## config.mk

```make
export PLATFORM = sky130hd
export DESIGN_NAME = seq_counter_param
export DESIGN_NICKNAME = d
export VERILOG_FILES = /design/src/rtl/seq_counter_pkg.sv /design/src/rtl/seq_table.sv /design/src/rtl/seq_counter_param.sv
export SDC_FILE = /design/constraint.sdc
export NUM_CORES = 1
export LEC_CHECK = 0
export ABC_AREA = 1
export ABC_CLOCK_PERIOD_IN_PS = 6600
export CAP_MARGIN = 20
export CORE_MARGIN = 2
export CORE_UTILIZATION = 45
export CTS_CLUSTER_DIAMETER = 120
export DETAILED_ROUTE_END_ITERATION = 8
export PLACE_DENSITY = 0.68
export SETUP_SLACK_MARGIN = 0.3
export SKIP_LAST_GASP = 1
export SLEW_MARGIN = 10
export SYNTH_ARGS = -nofsm -noshare
export SYNTH_HDL_FRONTEND = slang
export SYNTH_SLANG_ARGS = --single-unit
```

## constraint.sdc

```tcl
create_clock -name CLK -period 6.6 [get_ports CLK]
set_clock_uncertainty 0.05 [all_clocks]
set_input_delay 1.32 -clock CLK [delete_from_list [all_inputs] [get_ports CLK]]
set_output_delay 1.32 -clock CLK [all_outputs]
set_load 0.02 [all_outputs]
```

## src/rtl/seq_counter_pkg.sv

```systemverilog
// Shared constants and helpers for the programmable sequence counter.
package seq_counter_pkg;

    localparam logic DIR_FWD = 1'b0;
    localparam logic DIR_BWD = 1'b1;

    // Power-on table contents: 2, 4, 6, ... truncated to the entry width.
    function automatic int unsigned default_entry(input int unsigned i, input int unsigned width);
        int unsigned v;
        v = 32'd2 * (i + 32'd1);
        if (width < 32)
            v = v & ((32'd1 << width) - 32'd1);
        return v;
    endfunction

    // Effective sequence length: at least one entry, at most the table depth.
    function automatic int unsigned clamp_len(input int unsigned len, input int unsigned depth);
        if (len == 0)
            return 32'd1;
        else if (len > depth)
            return depth;
        else
            return len;
    endfunction

endpackage

```

## src/rtl/seq_table.sv

```systemverilog
// DEPTH x WIDTH register file: synchronous write, asynchronous read, resets to the default pattern.
module seq_table
    import seq_counter_pkg::*;
#(
    parameter int unsigned WIDTH = 4,
    parameter int unsigned DEPTH = 5,
    localparam int unsigned IW = $clog2(DEPTH)
) (
    input  logic             CLK,
    input  logic             RESET,
    input  logic             WE,
    input  logic [IW-1:0]    WADDR,
    input  logic [WIDTH-1:0] WDATA,
    input  logic [IW-1:0]    RADDR,
    output logic [WIDTH-1:0] RDATA
);

    logic [WIDTH-1:0] mem [DEPTH];

    // Out-of-range write addresses are dropped rather than aliased.
    always_ff @(posedge CLK) begin
        if (RESET) begin
            for (int unsigned i = 0; i < DEPTH; i++)
                mem[i] <= WIDTH'(default_entry(i, WIDTH));
        end else if (WE && (32'(WADDR) < DEPTH)) begin
            mem[WADDR] <= WDATA;
        end
    end

    assign RDATA = (32'(RADDR) < DEPTH) ? mem[RADDR] : '0;

endmodule

```

## src/rtl/seq_counter_param.sv

```systemverilog
// Programmable sequence counter: steps an index through a writable table and reports wraps.
module seq_counter_param
    import seq_counter_pkg::*;
#(
    parameter int unsigned WIDTH  = 4,
    parameter int unsigned DEPTH  = 5,
    parameter int unsigned WRAP_W = 8,
    localparam int unsigned IW = $clog2(DEPTH),
    localparam int unsigned LW = $clog2(DEPTH + 1)
) (
    input  logic              CLK,
    input  logic              RESET,
    input  logic              EN,
    input  logic              DIR,
    input  logic              LOAD,
    input  logic [IW-1:0]     LOAD_IDX,
    input  logic [LW-1:0]     LEN,
    input  logic              WE,
    input  logic [IW-1:0]     WADDR,
    input  logic [WIDTH-1:0]  WDATA,
    output logic [WIDTH-1:0]  Q,
    output logic [IW-1:0]     IDX,
    output logic              TC,
    output logic [WRAP_W-1:0] WRAPS
);

    logic [IW-1:0]     last_idx;
    logic [IW-1:0]     load_tgt;
    logic [IW-1:0]     idx_nxt;
    logic              tc_nxt;
    logic [WRAP_W-1:0] wraps_nxt;

    assign last_idx = IW'(clamp_len(32'(LEN), DEPTH) - 32'd1);
    assign load_tgt = (LOAD_IDX > last_idx) ? last_idx : LOAD_IDX;

    // Step decision; LEN is live, so an index beyond a shortened range is pulled back in.
    always_comb begin
        idx_nxt   = IDX;
        tc_nxt    = 1'b0;
        wraps_nxt = WRAPS;
        if (LOAD) begin
            idx_nxt   = load_tgt;
            wraps_nxt = '0;
        end else if (EN) begin
            if (DIR == DIR_FWD) begin
                if (IDX >= last_idx) begin
                    idx_nxt   = '0;
                    tc_nxt    = 1'b1;
                    wraps_nxt = WRAPS + WRAP_W'(1);
                end else begin
                    idx_nxt = IDX + IW'(1);
                end
            end else begin
                if (IDX == '0) begin
                    idx_nxt   = last_idx;
                    tc_nxt    = 1'b1;
                    wraps_nxt = WRAPS + WRAP_W'(1);
                end else if (IDX > last_idx) begin
                    idx_nxt = last_idx;
                end else begin
                    idx_nxt = IDX - IW'(1);
                end
            end
        end
    end

    always_ff @(posedge CLK) begin
        if (RESET) begin
            IDX   <= '0;
            TC    <= 1'b0;
            WRAPS <= '0;
        end else begin
            IDX   <= idx_nxt;
            TC    <= tc_nxt;
            WRAPS <= wraps_nxt;
        end
    end

    seq_table #(
        .WIDTH (WIDTH),
        .DEPTH (DEPTH)
    ) u_table (
        .CLK   (CLK),
        .RESET (RESET),
        .WE    (WE),
        .WADDR (WADDR),
        .WDATA (WDATA),
        .RADDR (IDX),
        .RDATA (Q)
    );

endmodule

```

==> flow_metrics.tcl <==
set metrics [dict create \
    grt.total_usage 0.1750 \
    area_delta_synth_final_pct 21.80 \
    fillerInstances 503 \
    ctsLongestPathBuffers 2 \
    slowest_stage "clkdlybuf4s50_1" \
    drive_above_1_share 0.09593 \
    synth_top_family_by_area "simple AND/OR/NAND/NOR gates" \
    synth_edf_count 32 \
    ys_warn_count 0 \
    dpl.hpwl_mm 3.752 \
    ant_nets 0 \
    max-vdd-ir-drop_uv 102.1 \
    clock_sinks 47 \
    io-pin-count 35 \
    synth.area.top_cells "edfxtp_1, dfxtp_1, nor2_1" \
    synthAdderAreaFrac 0.04511 \
    routedWlPerCell_um 11.84 \
    coreArea_sq_um 5439 \
    synth_flop_cell "edfxtp_1" \
    synthArstFlopShare 0 \
    clkLatencyLatePin_ps 290 \
    cp_max_fo 13 \
    hold_viol 0 \
    clk_pin_slew_ps 80 \
    cts_tree "yes" \
    min_to "WRAPS[7]$_SDFFE_PP0P_" \
    timing.rr.start "IDX[2]$_SDFFE_PP0N_" \
    placed_cells 408 \
    start_util 0.4589 \
    ys_ff_latch 47 \
    synth-simple-area-share 0.2376 \
    wl_mm 4.925 \
    hold_ws_ps 456.6 \
    place.gp.congestion 0.8046 \
    finalPower_w 0.0007116 \
    fmax_mhz 256.8 \
    min_path_type "reg -> reg" \
    rows 27 \
    synth_compound_gate_area_share 0.1138 \
    grt_pass1_wl_mm 8.569 \
    rrSetupSlack_ps 4640 \
    drt-initial-drc-count 121 \
    netlist_instances 296 \
    synth.area.mux_share 0 \
    hp-start "WRAPS[7]$_SDFFE_PP0P_" \
    worst_ep_required_time_ps 6730 \
    worstSetupPathType "in -> reg" \
    arrival_ps 4030 \
    die_area_sq_um 6159 \
    path_cells "clkdlybuf4s50_1 -> a21oi_1 -> o21ai_0 -> inv_1 -> ha_1 -> xnor2_1 -> ha_1 -> nand3_1 -> nand2_1 -> inv_2 -> nand2_4 -> o21ai_4 -> inv_1 -> nand2_1 -> a21oi_1" \
    drcViolationCount 0 \
    slew_violations 0 \
    portBuffers 34 \
    finalSetupTns_ps 0 \
    die_y_um 78.48 \
    ys_top_cells_by_count "nor2_1, nand2_1, edfxtp_1" \
    synth_top_area_frac 0.3850 \
    synth_area_leader_cell "edfxtp_1" \
    seqCellArea_sq_um 1261 \
    antenna_found_initial 0 \
    synthDistinctLibCells 28 \
    vias 2048 \
    min_path_cells 2 \
    pre_cts_ws_ps 2406 \
    slew_headroom 0.6208 \
    post-route-period-util 0.5901 \
    synth.most_common_cell "nor2_1" \
    htreeDepth 2 \
    ys_seq_area_frac 0.5053 \
    drv_cap 0 \
    endpoint_kind "flip-flop" \
    synth.avg_cell_area_sq_um 8.433 \
    synth-xor-area-share 0.02456 \
    cp_slowest_stage_delay_ps 530 \
    final.setup.worst_slack_ps 2705 \
    final_cells 416 \
    crit_path_start_kind "input port" \
    diodes 0 \
    cts_resized 0 \
    power.leakage_nw 1.253 \
    multiInputGateArea_sq_um 1096 \
    grt_pass1_vias 2004 \
    reg2reg_depth 9 \
    powerDensity_nw_per_um2 234.0 \
    viasPerCell 4.923 \
    grt_overflow 0 \
    rsz0062_at_grt "false" \
    cts_buffers 5 \
    root_buffer "clkbuf_8" \
    grt_max_degree 18 \
    syn_area_sq_um 2496 \
    r2r_end "WRAPS[5]$_SDFFE_PP0P_" \
    drt_pass1_iterations 4 \
    layout.nets 371 \
    post_cts_buffers 0 \
    worst_pin_slew_ps 562.8 \
    finalCriticalPeriod_ps 3895 \
    ctsHoldBuffers 0 \
    status "complete, no violations" \
    final-setup-viol-count 0 \
    dieWidth_um 78.48 \
]
## through the flow
stage                     area [sq um]    util
after floorplan                   2537       -
after global placement            2938  0.5401
after detailed placement          2938  0.5401
after CTS                         3040  0.5590
after global routing              3040  0.5590
final                             3040  0.5590
## per-layer routing
layer	wire [um]	track usage
met1	2200	0.2097
met2	2414	0.3069
met3	229	0.03908
met4	82	0.06491
met5	0	0
## cells by family (layout without fill, tap and decap cells)
kind of cell | after synthesis | after routing
AND/OR/NAND/NOR | 136 | 136
XOR/XNOR | 7 | 7
adder cells (fa/ha/maj) | 9 | 9
AO/OA/AOI/OAI | 51 | 51
buffers and inverters | 45 | 82
other | 1 | 12
flip-flops | 47 | 47
## registers in the layout (all words and copies together) (netlist names), named ones only
signal / cells
TC: 1
IDX: 3
WRAPS: 8
u_table.mem: 32
## critical path: cells and delay by family
family                     cells  cell delay [ps]
and+or+nand+nor                4              310
xor gates and xnor gates       1              340
buffers and inverters          4              900
AOI/OAI and AO/OA              4              590
adders and majority gates      2              570
## layout by cell type, fill, tap and decap left out, types with 2 or more instances in the layout
cell             count
a21oi_1             10
xor2_1               3
nand3_1             16
nor3_1               2
o22ai_1              4
nand2_1             50
ha_1                 9
nand4_1              2
o21ai_1             11
a31oi_1              4
nand2_2              6
inv_2               10
clkdlybuf4s50_1     34
nor3_2               2
xnor2_1              4
nor2_1              54
nand4_2              2
a21oi_2              2
edfxtp_1            32
conb_1              12
clkbuf_8             7
dfxtp_1             15
inv_1               30
o21ai_0             19
## worst max path at each step
| stage | startpoint | end | slack, ps | cells after the start |
|---|---|---|---|---|
| after floorplan | LEN[1] | WRAPS[5]$_SDFFE_PP0P_ | 3330 | 13 |
| after global placement | LEN[2] | WRAPS[4]$_SDFFE_PP0P_ | 2540 | 15 |
| after detailed placement | LEN[2] | WRAPS[3]$_SDFFE_PP0P_ | 2410 | 15 |
| after CTS | LEN[2] | WRAPS[3]$_SDFFE_PP0P_ | 2720 | 15 |
| after global routing | LEN[2] | WRAPS[5]$_SDFFE_PP0P_ | 2440 | 15 |
| final | LEN[2] | WRAPS[5]$_SDFFE_PP0P_ | 2710 | 15 |
## cell type report
cell class              count  share of cell area
flip-flops and latches     47              0.4148
multi-input cells         215              0.3605
repair buffers             34              0.1119
well taps                  72             0.02963
clock buffers               7             0.03169
inverters                  40             0.04938
clock inverters             1            0.002058
## report_power, final
part | switching, W | leakage (nW) | total, W | internal (W)
logic | 0.000106 | 0.763 | 0.000177 | 0.0000707
clock network | 0.0000909 | 0.0548 | 0.000186 | 0.0000955
registers | 0.0000148 | 0.434 | 0.000349 | 0.000334
Note: power is estimated with default switching activity, not from simulation.
